===== config.mk =====
export PLATFORM = sky130hd
export DESIGN_NAME = box_config_ctrl
export DESIGN_NICKNAME = d
export VERILOG_FILES = /design/src/rtl/box_config_ctrl.sv
export SDC_FILE = /design/constraint.sdc
export NUM_CORES = 1
export LEC_CHECK = 0
export CAP_MARGIN = 20
export CORE_MARGIN = 4
export CORE_UTILIZATION = 60
export DETAILED_ROUTE_END_ITERATION = 16
export PLACE_DENSITY = 0.84
export SETUP_SLACK_MARGIN = 0.2
export SYNTH_ARGS = -nofsm -noshare
export SYNTH_HDL_FRONTEND = slang
export SYNTH_SLANG_ARGS = --single-unit

===== constraint.sdc =====
create_clock -name clk -period 5.55 [get_ports clk]
set_clock_uncertainty 0.2 [all_clocks]
set_input_delay 0.8325 -clock clk [delete_from_list [all_inputs] [get_ports clk]]
set_output_delay 0.8325 -clock clk [all_outputs]
set_load 0.02 [all_outputs]

===== src/rtl/box_config_ctrl.sv =====
// Bounding-box geometry controller for the VGA overlay.
// Pushbutton stepping (with auto-repeat) and host absolute writes land in shadow
// registers; the shadow is copied to the committed outputs on frame_start only.
module box_config_ctrl #(
    parameter int unsigned H_ACTIVE     = 640,
    parameter int unsigned V_ACTIVE     = 480,
    parameter int unsigned W_MIN        = 5,
    parameter int unsigned W_MAX        = 160,
    parameter int unsigned H_MIN        = 5,
    parameter int unsigned H_MAX        = 120,
    parameter int unsigned CX_DEF       = 320,
    parameter int unsigned CY_DEF       = 240,
    parameter int unsigned W_DEF        = 160,
    parameter int unsigned H_DEF        = 120,
    parameter int unsigned REPEAT_DELAY = 2048,
    parameter int unsigned REPEAT_RATE  = 512
) (
    input  logic       clk,
    input  logic       rst_n,
    input  logic       btn_up,
    input  logic       btn_down,
    input  logic       btn_left,
    input  logic       btn_right,
    input  logic       mode_btn,
    input  logic       frame_start,
    input  logic       cmd_valid,
    output logic       cmd_ready,
    input  logic [1:0] cmd_field,
    input  logic [9:0] cmd_value,
    output logic       cmd_err,
    output logic       mode,
    output logic [9:0] box_cx,
    output logic [9:0] box_cy,
    output logic [9:0] box_w,
    output logic [9:0] box_h,
    output logic       update_pending
);

    localparam int unsigned CNT_MAX = (REPEAT_DELAY > REPEAT_RATE) ? REPEAT_DELAY : REPEAT_RATE;
    localparam int unsigned CNT_W   = $clog2(CNT_MAX) + 1;

    // Limits held at 11 bits so +1/-1 at the edges of the 10-bit range cannot wrap.
    localparam logic [10:0] CX_HI = 11'(H_ACTIVE - 1);
    localparam logic [10:0] CY_HI = 11'(V_ACTIVE - 1);
    localparam logic [10:0] W_LO  = 11'(W_MIN);
    localparam logic [10:0] W_HI  = 11'(W_MAX);
    localparam logic [10:0] H_LO  = 11'(H_MIN);
    localparam logic [10:0] H_HI  = 11'(H_MAX);

    typedef enum logic [1:0] {StIdle, StDelay, StRepeat} state_t;

    state_t             r_state_q, w_state_d;
    logic [CNT_W-1:0]   r_cnt_q, w_cnt_d;
    logic [9:0]         r_cx_q, r_cy_q, r_w_q, r_h_q;
    logic [9:0]         w_cx_d, w_cy_d, w_w_d, w_h_d;
    logic [9:0]         r_box_cx_q, r_box_cy_q, r_box_w_q, r_box_h_q;
    logic               r_mode_q, r_mode_btn_q, r_err_q, r_pending_q;
    logic               w_any, w_cmd_acc, w_step, w_write, w_err, w_mode_d;

    // Saturating +/-1; opposing buttons on one axis cancel.
    function automatic logic [9:0] step_axis(input logic [9:0] val, input logic inc,
                                             input logic dec, input logic [10:0] lo,
                                             input logic [10:0] hi);
        logic [10:0] v;
        v = {1'b0, val};
        if (inc && !dec) begin
            step_axis = (v >= hi) ? hi[9:0] : 10'(v + 11'd1);
        end else if (dec && !inc) begin
            step_axis = (v <= lo) ? lo[9:0] : 10'(v - 11'd1);
        end else begin
            step_axis = val;
        end
    endfunction

    // Clamp an absolute host value into [lo, hi].
    function automatic logic [9:0] clamp_val(input logic [9:0] val, input logic [10:0] lo,
                                             input logic [10:0] hi);
        logic [10:0] v;
        v = {1'b0, val};
        if (v < lo) begin
            clamp_val = lo[9:0];
        end else if (v > hi) begin
            clamp_val = hi[9:0];
        end else begin
            clamp_val = val;
        end
    endfunction

    assign w_any     = btn_up | btn_down | btn_left | btn_right;
    assign cmd_ready = rst_n && (r_state_q == StIdle);
    assign w_cmd_acc = cmd_valid && cmd_ready;

    // Button FSM next state, host writes and button steps into the shadow copy.
    always_comb begin
        w_state_d = r_state_q;
        w_cnt_d   = r_cnt_q;
        w_cx_d    = r_cx_q;
        w_cy_d    = r_cy_q;
        w_w_d     = r_w_q;
        w_h_d     = r_h_q;
        w_step    = 1'b0;
        w_err     = 1'b0;
        unique case (r_state_q)
            StIdle: begin
                // A host command wins over a simultaneous press; the press is retaken
                // next cycle if still held.
                if (w_cmd_acc) begin
                    unique case (cmd_field)
                        2'd0: begin
                            w_cx_d = clamp_val(cmd_value, 11'd0, CX_HI);
                            w_err  = ({1'b0, cmd_value} > CX_HI);
                        end
                        2'd1: begin
                            w_cy_d = clamp_val(cmd_value, 11'd0, CY_HI);
                            w_err  = ({1'b0, cmd_value} > CY_HI);
                        end
                        2'd2: begin
                            w_w_d = clamp_val(cmd_value, W_LO, W_HI);
                            w_err = ({1'b0, cmd_value} < W_LO) || ({1'b0, cmd_value} > W_HI);
                        end
                        default: begin
                            w_h_d = clamp_val(cmd_value, H_LO, H_HI);
                            w_err = ({1'b0, cmd_value} < H_LO) || ({1'b0, cmd_value} > H_HI);
                        end
                    endcase
                end else if (w_any) begin
                    w_step    = 1'b1;
                    w_cnt_d   = CNT_W'(REPEAT_DELAY - 1);
                    w_state_d = StDelay;
                end
            end
            StDelay, StRepeat: begin
                if (!w_any) begin
                    w_state_d = StIdle;
                end else if (r_cnt_q == '0) begin
                    w_step    = 1'b1;
                    w_cnt_d   = CNT_W'(REPEAT_RATE - 1);
                    w_state_d = StRepeat;
                end else begin
                    w_cnt_d = r_cnt_q - 1'b1;
                end
            end
            default: w_state_d = StIdle;
        endcase
        if (w_step) begin
            if (!r_mode_q) begin
                w_w_d = step_axis(r_w_q, btn_right, btn_left, W_LO, W_HI);
                w_h_d = step_axis(r_h_q, btn_up, btn_down, H_LO, H_HI);
            end else begin
                w_cx_d = step_axis(r_cx_q, btn_right, btn_left, 11'd0, CX_HI);
                w_cy_d = step_axis(r_cy_q, btn_down, btn_up, 11'd0, CY_HI);
            end
        end
    end

    assign w_write  = w_step | w_cmd_acc;
    // Mode edges are honoured only while the buttons do not own the resource.
    assign w_mode_d = r_mode_q ^ (mode_btn & ~r_mode_btn_q & (r_state_q == StIdle));

    // State, shadow and committed registers; commit copies the post-write shadow.
    always_ff @(posedge clk) begin
        if (!rst_n) begin
            r_state_q    <= StIdle;
            r_cnt_q      <= '0;
            r_cx_q       <= 10'(CX_DEF);
            r_cy_q       <= 10'(CY_DEF);
            r_w_q        <= 10'(W_DEF);
            r_h_q        <= 10'(H_DEF);
            r_box_cx_q   <= 10'(CX_DEF);
            r_box_cy_q   <= 10'(CY_DEF);
            r_box_w_q    <= 10'(W_DEF);
            r_box_h_q    <= 10'(H_DEF);
            r_mode_q     <= 1'b0;
            r_mode_btn_q <= mode_btn;
            r_err_q      <= 1'b0;
            r_pending_q  <= 1'b0;
        end else begin
            r_state_q    <= w_state_d;
            r_cnt_q      <= w_cnt_d;
            r_cx_q       <= w_cx_d;
            r_cy_q       <= w_cy_d;
            r_w_q        <= w_w_d;
            r_h_q        <= w_h_d;
            r_mode_q     <= w_mode_d;
            r_mode_btn_q <= mode_btn;
            r_err_q      <= w_err;
            if (frame_start) begin
                r_box_cx_q  <= w_cx_d;
                r_box_cy_q  <= w_cy_d;
                r_box_w_q   <= w_w_d;
                r_box_h_q   <= w_h_d;
                r_pending_q <= 1'b0;
            end else if (w_write) begin
                r_pending_q <= 1'b1;
            end
        end
    end

    assign cmd_err        = r_err_q;
    assign mode           = r_mode_q;
    assign box_cx         = r_box_cx_q;
    assign box_cy         = r_box_cy_q;
    assign box_w          = r_box_w_q;
    assign box_h          = r_box_h_q;
    assign update_pending = r_pending_q;

endmodule


Word-level counts from Yosys, hierarchy flattened

Cells that the tools add are included.

Output and inout bits: 44
Flip-flop bits (word level): 98
Input bits: 21

Mux-type cells: 58
Magnitude comparators: 13
Reduce and logical (&&, ||, !) cells: 22
Equal/unequal tests: 8
Bitwise gates (word level): 9
Add/sub/neg operators: 9

Operator list:

| cell                                                                                  | number |
|---|---|
| 10-bit 2-to-1 mux                                                                     | 42 |
| 12-bit 2-to-1 mux                                                                     | 4 |
| 10-bit by 1-bit adder with 10-bit output (second input constant)                      | 4 |
| 10-bit by 1-bit subtractor with 10-bit output (second input constant)                 | 4 |
| 12-bit one-hot mux with 2 select lines                                                | 1 |
| 10-bit by 1-bit less-or-equal comparator with 1-bit output (second input constant)    | 2 |
| 10-bit by 3-bit less-or-equal comparator with 1-bit output (second input constant)    | 2 |
| 12-bit logical NOT                                                                    | 1 |
| 12-bit by 1-bit subtractor with 12-bit output (second input constant)                 | 1 |
| 10-bit greater-or-equal comparator (second input constant)                            | 1 |
| 10-bit by 7-bit greater-or-equal comparator with 1-bit output (second input constant) | 1 |
| 10-bit by 8-bit greater-or-equal comparator with 1-bit output (second input constant) | 1 |
| 10-bit by 9-bit greater-or-equal comparator with 1-bit output (second input constant) | 1 |
| 10-bit > comparator (second input constant)                                           | 1 |
| 10-bit by 7-bit > comparator with 1-bit output (second input constant)                | 1 |
| 10-bit by 8-bit > comparator with 1-bit output (second input constant)                | 1 |
| 10-bit by 9-bit > comparator with 1-bit output (second input constant)                | 1 |
| 10-bit by 3-bit < comparator with 1-bit output (second input constant)                | 1 |
| 2-bit 2-to-1 mux                                                                      | 4 |
| 1-bit logical AND                                                                     | 6 |
| 2-bit inequality test (second input constant)                                         | 3 |
| 3-bit AND reduction                                                                   | 2 |
| 2-bit by 1-bit equality test with 1-bit output (second input constant)                | 2 |
| 2-bit equality test (second input constant)                                           | 2 |
| other kinds (16)                                                                      | 30 |

Longest topological paths before layout

Gate-level depths: netlist (run 1).

Depth in word-level cells: 8
Depth in mapped cells: 10

Worst setup path before layout (run 1)

No wires, ideal clock.

Path kind: input port to flip-flop
Start: input btn_down
End: register r_box_cy_q[9] (netlist: box_cy[9])
Path buffers: 1
Stages: 7
Setup slack: 2664 ps
Arrival: 2553 ps
Cells stage by stage: or4_1 > and3_1 > a21oi_1 > clkbuf_1 > nor3_1 > a31oi_1 > a21oi_1

Longest elaborated chain between the ends: 7
Elaborated cells on any way between the ends: 14

RTL lines:

| what                                  | line | RTL |
|---|---|---|
| start: declaration                    | 21   | `input logic btn_down,` |
| 1-bit bitwise OR (3 in a row)         | 89   | `assign w_any = btn_up \| btn_down \| btn_left \| btn_right;` |
| 1-bit 2-to-1 mux                      | 126  | `end else if (w_any) begin` |
| 1-bit 2-to-1 mux                      | 107  | `if (w_cmd_acc) begin` |
| 1-bit one-hot mux with 2 select lines | 103  | `unique case (r_state_q)` |
| 10-bit 2-to-1 mux (*)                 | 145  | `if (w_step) begin` |
| end signal: assignment                | 170  | `r_box_cy_q <= 10'(CY_DEF);` |
| end signal: assignment                | 189  | `r_box_cy_q <= w_cy_d;` |
| end: declaration                      | 56   | `logic [9:0] r_box_cx_q, r_box_cy_q, r_box_w_q, r_box_h_q;` |

Every way passes the cells marked *; elsewhere a longest branch is shown, timed or not.
A chain may end at the register's enable or synchronous reset.

Worst setup path in the final report (run 1)

Start: input btn_down
End: register r_h_q[4]

Longest elaborated chain between the ends: 7
Elaborated cells on any way between the ends: 14

RTL lines:

| what                                  | line | RTL |
|---|---|---|
| 1-bit bitwise OR (3 in a row)         | 89   |  |
| 1-bit 2-to-1 mux                      | 126  |  |
| 1-bit 2-to-1 mux                      | 107  |  |
| 1-bit one-hot mux with 2 select lines | 103  |  |
| 10-bit 2-to-1 mux (*)                 | 145  |  |
| end signal: assignment                | 168  | `r_h_q <= 10'(H_DEF);` |
| end signal: assignment                | 183  | `r_h_q <= w_h_d;` |
| end: declaration                      | 54   | `logic [9:0] r_cx_q, r_cy_q, r_w_q, r_h_q;` |

Marks and branches as above.

==> results of run 1 <==
==> routing by layer <==
metal / share of wire / up-vias / wire [um] / GRT usage
met5: 0 / - / 0 / 0
met4: 0.029 / 0 / 624 / 0.129
met3: 0.10 / 65 / 2150 / 0.0652
met2: 0.45 / 469 / 9540 / 0.514
met1: 0.42 / 3382 / 8860 / 0.448
li1: - / 3375 / - / -
==> metrics by stage <==
stage               hold WS, ns  cells
floorplan                 0.275    899
global placement          0.273   1037
detailed placement        0.268   1037
CTS                       0.298   1053
global route              0.304   1053
finish                    0.294   1053
==> cell usage in the layout (no fill, tap or decap), types with 6 or more instances in the layout <==
cell,count
nand2b_1,9
ha_1,14
o21ai_0,69
a221oi_1,6
and2_1,9
buf_4,9
nand3_1,42
a311oi_1,7
o32ai_1,7
a21oi_1,61
a31oi_1,25
nand4_1,14
nand3b_1,7
nor4_1,15
o22ai_1,7
nor2b_1,9
or3_1,11
nand2_1,67
and3_1,21
or4_1,10
nor3_1,46
o211ai_1,9
xnor2_1,9
clkbuf_8,9
o21a_1,6
o31ai_1,9
nor4b_1,6
a211oi_1,12
inv_1,29
xor2_1,11
dfxtp_1,98
clkdlybuf4s50_1,63
mux2i_1,13
nor2_1,84
==> cell families (layout without fill, tap and decap cells) <==
kind of cell               count (synthesis)  in the layout
adders and majority gates                 14             14
DFF                                       98             98
buffers and inverters                    104            118
muxes                                     15             15
AOI/OAI and AO/OA                        279            279
xor gates and xnor gates                  20             20
and+or+nand+nor                          369            369
==> sequential cells by signal, indices dropped and copies added (netlist names) <==
signal          count
r_w_q              10
r_state_q           2
r_cx_q             10
mode                1
box_cx             10
r_cnt_q            12
box_cy             10
r_h_q              10
r_mode_btn_q        1
box_w              10
update_pending      1
cmd_err             1
box_h              10
r_cy_q             10
==> worst min path at each step <==
stage / startpoint / end / slack [ns] / cells past startpoint
after detailed placement: box_h[4] / box_h[4] / 0.27 / 1
after CTS: box_w[3] / box_w[3] / 0.30 / 2
after floorplan: r_cnt_q[0] / r_cnt_q[0] / 0.28 / 1
after global routing: box_w[3] / box_w[3] / 0.30 / 2
final: box_h[0] / box_h[0] / 0.29 / 2
after global placement: box_cy[2] / box_cy[2] / 0.27 / 2
==> critical path: cells and delay by family <==
family          cells  cell delay, ns
simple gates        4            1.40
buf+inv             2            1.10
compound gates      1            0.57
==> layout make-up <==
cell class | count | area, um^2
Timing Repair Buffer | 73 | 703
Sequential cell | 98 | 1960
Multi-Input combinational cell | 697 | 4240
Fill cell | 961 | 3460
Tap cell | 140 | 175
Clock inverter | 6 | 67.6
Inverter | 29 | 109
Clock buffer | 10 | 128
==> power by group <==
part	leakage, nW	switching, mW	internal, mW
clock	0.0925	0.263	0.209
sequential	0.805	0.287	0.877
combinational	1.77	0.897	0.601
==> reports/qor.csv, run 1 <==
stage,metric,value,unit
synth,mapped cell area,6620,um^2
pwr,Leakage,2.67,nW
synth,adder-cell share of the synthesized area,0.0265,
synth,Synth Area in XOR/XNOR,0.0265,
critical_path,Critical Path AT,3.89,ns
drt,post-detailed-routing wire length,21200,um
global_routing,grt ovf,0,
layout,# diodes,0,
timing,final count of pins violating max slew,0,
drt,Routed Antenna Nets,0,
critical_path,largest fanout on the critical path,21,
timing,min Tclk post-route,3.83,ns
timing,worst relative slew slack,0.304,
layout,Layout area overhead,11.5,%
synth,Simple-Gate Fraction of Synth Area,0.286,
pwr,total power,3.14,mW
synth,Post-synth top cells,"dfxtp_1, nor2_1, o21ai_0, nand2_1, a21oi_1",
critical_path,RR Endpoint,box_cy[7],
drt,DR iter-0 viols,895,
job,max cap viols,0,
die,Core Rows,38,
synth,sequential cell area fraction in the yosys report,0.296,
global_routing,initial antenna violation count,0,
critical_path,CP required,5.61,ns
global_routing,pin count of the biggest net entering global routing,45,
global_routing,number of global-route vias before repair,6680,
timing,final worst setup slack,1.72,ns
clocking,worst skew pair latency,0.38,ns
drt,vias per cell,6.92,
timing,RSZ-0062 raised after global routing,no,
status,status,"complete, no violations",
drt,drt wl/cell,20.1,um
critical_path,Setup crit end kind,register,
synth,post-synth top area share,0.296,
placed_design,final RePlAce weighted congestion,0.939,
critical_path,critical path class,in -> reg,
clocking,htree depth,3,
synth,"FF+latch count, synth",98,
synth,YS warnings,0,
timing,"Setup violations, final",0,
placed_design,dpl ws,1.42,ns
die,CORE AREA,10800,um^2
drt,via count,7291,
timing,Setup TNS,0,ns
synth,Mapped Cells,899,
drt,Pre-Repair DR Iteration Count,5,
pwr,Cell Pwr Density,425,nW/um^2
drt,# DRC,0,
clocking,clk buf depth,2,
timing,"Hold Violations, Final",0,
layout,final net count,943,
timing,Fmax,261,MHz
clocking,clock-pin slew of the registers on the worst-case setup and hold paths,0.10,ns
critical_path,CP Launch Point,btn_down,
clocking,# Post-CTS Setup Buffers,0,
synth,mux contribution to synthesized area,0.0231,
layout,post-route cell area,7380,um^2
critical_path,R2R cell count,8,
synth,ys async rst share,0,
placed_design,hpwl dp,15000,um
die,Die X-Extent,113,um
layout,share of cells above drive strength 1,0.0471,
clocking,post_cts resized,0,
critical_path,Reg2Reg Setup Slack,2.38,ns
die,Die Y,113,um
die,die area,12800,um^2
synth,Post-synth EDFFs,0,
synth,"Avg Cell Area, Syn",7.36,um^2
critical_path,Worst Setup Start Kind,primary input,
critical_path,slowest CP cell,clkdlybuf4s50_1,
die,Initial Util,0.611,
clocking,Root Buffer Master,clkbuf_8,
die,Boundary Pins,65,
synth,Synth area leader,dfxtp_1,
synth,Main synth FF type,dfxtp_1,
critical_path,Worst R2R Start,r_state_q[1],
placed_design,Port Buf Inserts,64,
clocking,TritonCTS Buffers,9,
pwr,maximum VDD drop,0.318,mV
clocking,CTS tree,yes,
hold_path,worst min path class,reg -> reg,
timing,Final Cycle Share,0.690,
synth,"count leader, synth",dfxtp_1,
critical_path,slowest cell delay on critical path,0.78,ns
synth,syn nets,934,
global_routing,GRT Total Usage,0.329,
global_routing,first-pass GRT wire length,34500,um
synth,Synth area leaders,"dfxtp_1, o21ai_0, nor2_1, a21oi_1, nand2_1",
critical_path,Worst Setup EP,r_h_q[4],
synth,main combinational cell family by area after synthesis,simple AND/OR/NAND/NOR gates,
timing,Least-Margin Pin Slew,1.03,ns
clocking,# hold bufs at CTS,0,
clocking,Clock Sinks,98,
synth,Synth cell types,72,
placed_design,Placed Area,7190,um^2
synth,Synth Area in Compound Gates,0.278,
layout,fin util,0.681,
critical_path,cell chain of the critical path,clkdlybuf4s50_1 -> nor4_1 -> or4b_1 -> o31a_1 -> buf_4 -> nor3_1 -> or3_1,
(Power assumes the default switching activity.)
==> run 2, diff against run 1 <==
- CORE_UTILIZATION: 60 -> 53
- PLACE_DENSITY: 0.84 -> 0.79
- clock period: 5.55 -> 3.1 ns (I/O delays scaled with it)
==> reports/qor.csv, run 2 (synthesis results as in run 1) <==
stage,metric,value,unit
critical_path,Reg2Reg Setup Slack,0.35,ns
die,Boundary Pins,65,
pwr,Cell Pwr Density,762,nW/um^2
placed_design,dpl ws,0.0346,ns
pwr,Leakage,3.02,nW
critical_path,largest fanout on the critical path,15,
timing,"Hold Violations, Final",0,
timing,Least-Margin Pin Slew,0.789,ns
placed_design,final RePlAce weighted congestion,0.953,
timing,"Setup violations, final",0,
placed_design,DP Cell Count,1122,
layout,"commonest non-fill, non-tap cell in the layout",dfxtp_1,
global_routing,GRT Total Usage,0.299,
die,Initial Util,0.547,
layout,fin util,0.661,
drt,Pre-Repair DR Iteration Count,5,
clocking,htree depth,3,
timing,Final Cycle Share,0.890,
clocking,CTS tree,yes,
global_routing,grt ovf,0,
placed_design,Port Buf Inserts,64,
placed_design,hpwl dp,15400,um
die,die area,14300,um^2
clocking,clock-pin slew of the registers on the worst-case setup and hold paths,0.07,ns
layout,post-route non-filler standard cell count,1138,
timing,Fmax,363,MHz
global_routing,pin count of the biggest net entering global routing,46,
timing,final count of pins violating max slew,0,
pwr,total power,6.10,mW
drt,post-detailed-routing wire length,21600,um
timing,min Tclk post-route,2.76,ns
drt,Routed Antenna Nets,0,
critical_path,Worst Setup Start Kind,primary input,
status,status,"complete, no violations",
timing,hold slack,0.278,ns
critical_path,Setup crit end kind,register,
drt,# DRC,0,
layout,most frequent cells in the layout,"dfxtp_1, nor2_1, o21ai_0, nand2_1, buf_4",
drt,drt wl/cell,18.9,um
pwr,maximum VDD drop,0.607,mV
drt,via count,7414,
layout,max FFs per register,12,
die,Core Rows,40,
clocking,# Post-CTS Setup Buffers,0,
timing,final worst setup slack,0.341,ns
die,CORE AREA,12100,um^2
clocking,Root Buffer Master,clkbuf_16,
critical_path,critical path class,in -> reg,
layout,# diodes,0,
timing,Setup TNS,0,ns
global_routing,first-pass GRT wire length,35100,um
die,Die X-Extent,120,um
job,max cap viols,0,
critical_path,CP required,3.15,ns
clocking,Clock Sinks,98,
drt,vias per cell,6.51,
global_routing,number of global-route vias before repair,6640,
timing,RSZ-0062 raised after global routing,no,
clocking,TritonCTS Buffers,9,
die,Die Y,120,um
timing,worst relative slew slack,0.472,
layout,post-route cell area,8000,um^2
layout,Top reg by flops,r_cnt_q,
drt,DR iter-0 viols,1108,
global_routing,initial antenna violation count,0,
hold_path,worst min path class,reg -> reg,
layout,final net count,1000,
placed_design,Placed Area,7690,um^2
clocking,clk buf depth,2,
clocking,worst skew pair latency,0.35,ns
critical_path,Critical Path AT,2.81,ns
layout,Layout area overhead,20.8,%
layout,share of cells above drive strength 1,0.106,
run 2: cell count changes in the layout (fill, tap and decap cells not counted), moves of 2 or more:
cell / delta
buf_4: +54
buf_12: +3
clkbuf_8: -9
inv_6: +2
clkinvlp_4: -2
clkbuf_16: +9
run 2: where the power goes:
part / switching [mW] / total (mW) / internal (mW)
Sequential: 0.427 / 2.00 / 1.57
Clock: 0.512 / 1.15 / 0.633
Combinational: 1.72 / 2.95 / 1.23
run 2: final cells by class:
| type | instances | area [um^2] |
|---|---|---|
| Inverter | 29 | 109 |
| Sequential cell | 98 | 1960 |
| Clock buffer | 11 | 233 |
| Tap cell | 168 | 210 |
| Timing Repair Buffer | 130 | 1160 |
| Multi-Input combinational cell | 697 | 4260 |
| Clock inverter | 5 | 61.3 |
| Fill cell | 1088 | 4110 |
run 2: worst paths after layout:
kind,start,endpoint,cells after the start
max,btn_right,box_cx[5],8
min,box_h[0],box_h[0],2
max reg2reg,r_cx_q[6],box_cx[5],6
min reg2reg,box_h[0],box_h[0],2
run 2: repair_timing:
action | 4_1_cts | 5_1_grt
hold buffers | 0 | 0
endpoints found under the setup margin | 0 | 24
gates resized for setup | 0 | 4
run 2: critical path: stages:
cell and delay [ns]:
clkdlybuf4s50_1 0.56, buf_12 0.22, nand2b_1 0.14, or4_1 0.56
a211o_1 0.29, a221oi_2 0.26, nor3_1 0.11, o21a_1 0.20
run 2: per-layer routing:
metal  vias up  wire, um  global-route usage  part of all wire
met2       411      9340               0.450              0.43
met5         -         0                   0                 0
met3        62      2050              0.0476             0.095
met1      3445      9430               0.429              0.44
li1       3496         -                   -                 -
met4         0       732               0.116             0.034
==> run 3, diff against run 2 <==
- CORE_MARGIN: 4 -> not set
- SETUP_SLACK_MARGIN: 0.2 -> 0.05
==> reports/qor.csv, run 3 (synthesis results as in run 1) <==
stage,metric,value,unit
layout,"commonest non-fill, non-tap cell in the layout",dfxtp_1,
pwr,Leakage,2.99,nW
clocking,TritonCTS Buffers,9,
clocking,Root Buffer Master,clkbuf_16,
timing,min Tclk post-route,2.80,ns
placed_design,hpwl dp,14600,um
placed_design,Port Buf Inserts,64,
clocking,clk buf depth,2,
timing,"Setup violations, final",0,
layout,Layout area overhead,19.9,%
layout,share of cells above drive strength 1,0.0956,
placed_design,final RePlAce weighted congestion,0.943,
drt,drt wl/cell,18.5,um
critical_path,largest fanout on the critical path,9,
layout,Top reg by flops,r_cnt_q,
die,Die Y,114,um
clocking,htree depth,3,
global_routing,pin count of the biggest net entering global routing,64,
global_routing,GRT Total Usage,0.330,
global_routing,grt ovf,0,
timing,Fmax,357,MHz
layout,filler cell count in the final layout,1068,
drt,vias per cell,6.49,
die,Boundary Pins,65,
global_routing,initial antenna violation count,0,
timing,worst relative slew slack,0.491,
drt,post-detailed-routing wire length,21000,um
die,CORE AREA,12100,um^2
clocking,clock-pin slew of the registers on the worst-case setup and hold paths,0.07,ns
clocking,Clock Sinks,98,
drt,# DRC,0,
status,status,"complete, no violations",
layout,# diodes,0,
die,Die X-Extent,114,um
pwr,Cell Pwr Density,765,nW/um^2
die,die area,12900,um^2
clocking,worst skew pair latency,0.36,ns
critical_path,Worst Setup Start Kind,register,
drt,Pre-Repair DR Iteration Count,8,
pwr,maximum VDD drop,0.531,mV
hold_path,worst min path class,reg -> reg,
timing,RSZ-0062 raised after global routing,no,
drt,DR iter-0 viols,1011,
critical_path,CP required,3.16,ns
timing,Setup TNS,0,ns
global_routing,number of global-route vias before repair,6357,
drt,via count,7334,
drt,Routed Antenna Nets,0,
timing,Least-Margin Pin Slew,0.760,ns
critical_path,Setup crit end kind,register,
clocking,CTS tree,yes,
layout,most frequent cells in the layout,"dfxtp_1, nor2_1, o21ai_0, nand2_1, clkdlybuf4s50_1",
timing,"Hold Violations, Final",0,
clocking,post_cts resized,0,
layout,final net count,992,
layout,max FFs per register,12,
pwr,total power,6.07,mW
die,Initial Util,0.547,
global_routing,first-pass GRT wire length,33600,um
layout,sequential cell area,1960,um^2
layout,multi-input logic area,4240,um^2
clocking,# hold bufs at CTS,0,
timing,final count of pins violating max slew,0,
critical_path,critical path class,reg -> reg,
job,max cap viols,0,
die,Core Rows,40,
critical_path,Critical Path AT,2.86,ns
clocking,# Post-CTS Setup Buffers,0,
timing,Final Cycle Share,0.902,
run 3: per-layer routing:
metal | wire, um | global-route usage | part of all wire
met5 | 0 | 0 | 0
met4 | 635 | 0.132 | 0.030
met3 | 2170 | 0.0675 | 0.10
met2 | 9030 | 0.489 | 0.43
met1 | 9110 | 0.467 | 0.44
run 3: cell type report:
cell class / count / share of cell area
flip-flops and latches: 98 / 0.247
multi-input cells: 697 / 0.535
clock buffers: 14 / 0.0332
clock inverters: 2 / 0.00441
repair buffers: 122 / 0.141
inverters: 29 / 0.0137
well taps: 168 / 0.0265
run 3: stage by stage:
stage	setup WS [ns]	instance area, um^2	std cells	hold WS (ns)	util
final	0.303	7940	1130	0.262	0.656
after global routing	0.166	7940	1130	0.287	0.656
after CTS	0.321	7940	1130	0.259	0.656
after detailed placement	0.0381	7640	1114	0.249	0.631
after global placement	0.130	7640	1114	0.244	0.631
after floorplan	0.307	6620	899	0.275	-
run 3: worst max-delay path: stages, from the launching register on:
cell and delay [ns]:
dfxtp_1 0.32, inv_1 0.07, ha_1 0.20, or3b_2 0.58, or4_1 0.50, a211o_1 0.30
a221oi_2 0.26, nor3_1 0.09, o21a_1 0.18
run 3: path summary, 6_finish.rpt:
path	start	end	slack, ns	depth (start not counted)
worst max-delay path	r_cx_q[0]	box_cx[5]	0.30	8
worst min-delay path	box_w[3]	box_w[3]	0.26	2
worst max register to register	r_cx_q[0]	box_cx[5]	0.30	8
worst min register to register	box_w[3]	box_w[3]	0.26	2
run 3: power by group:
| group | leakage, nW | switching, mW | total [mW] | internal [mW] |
|---|---|---|---|---|
| clock network | 0.147 | 0.488 | 1.16 | 0.670 |
| logic | 2.04 | 1.67 | 2.88 | 1.21 |
| registers | 0.805 | 0.458 | 2.03 | 1.57 |
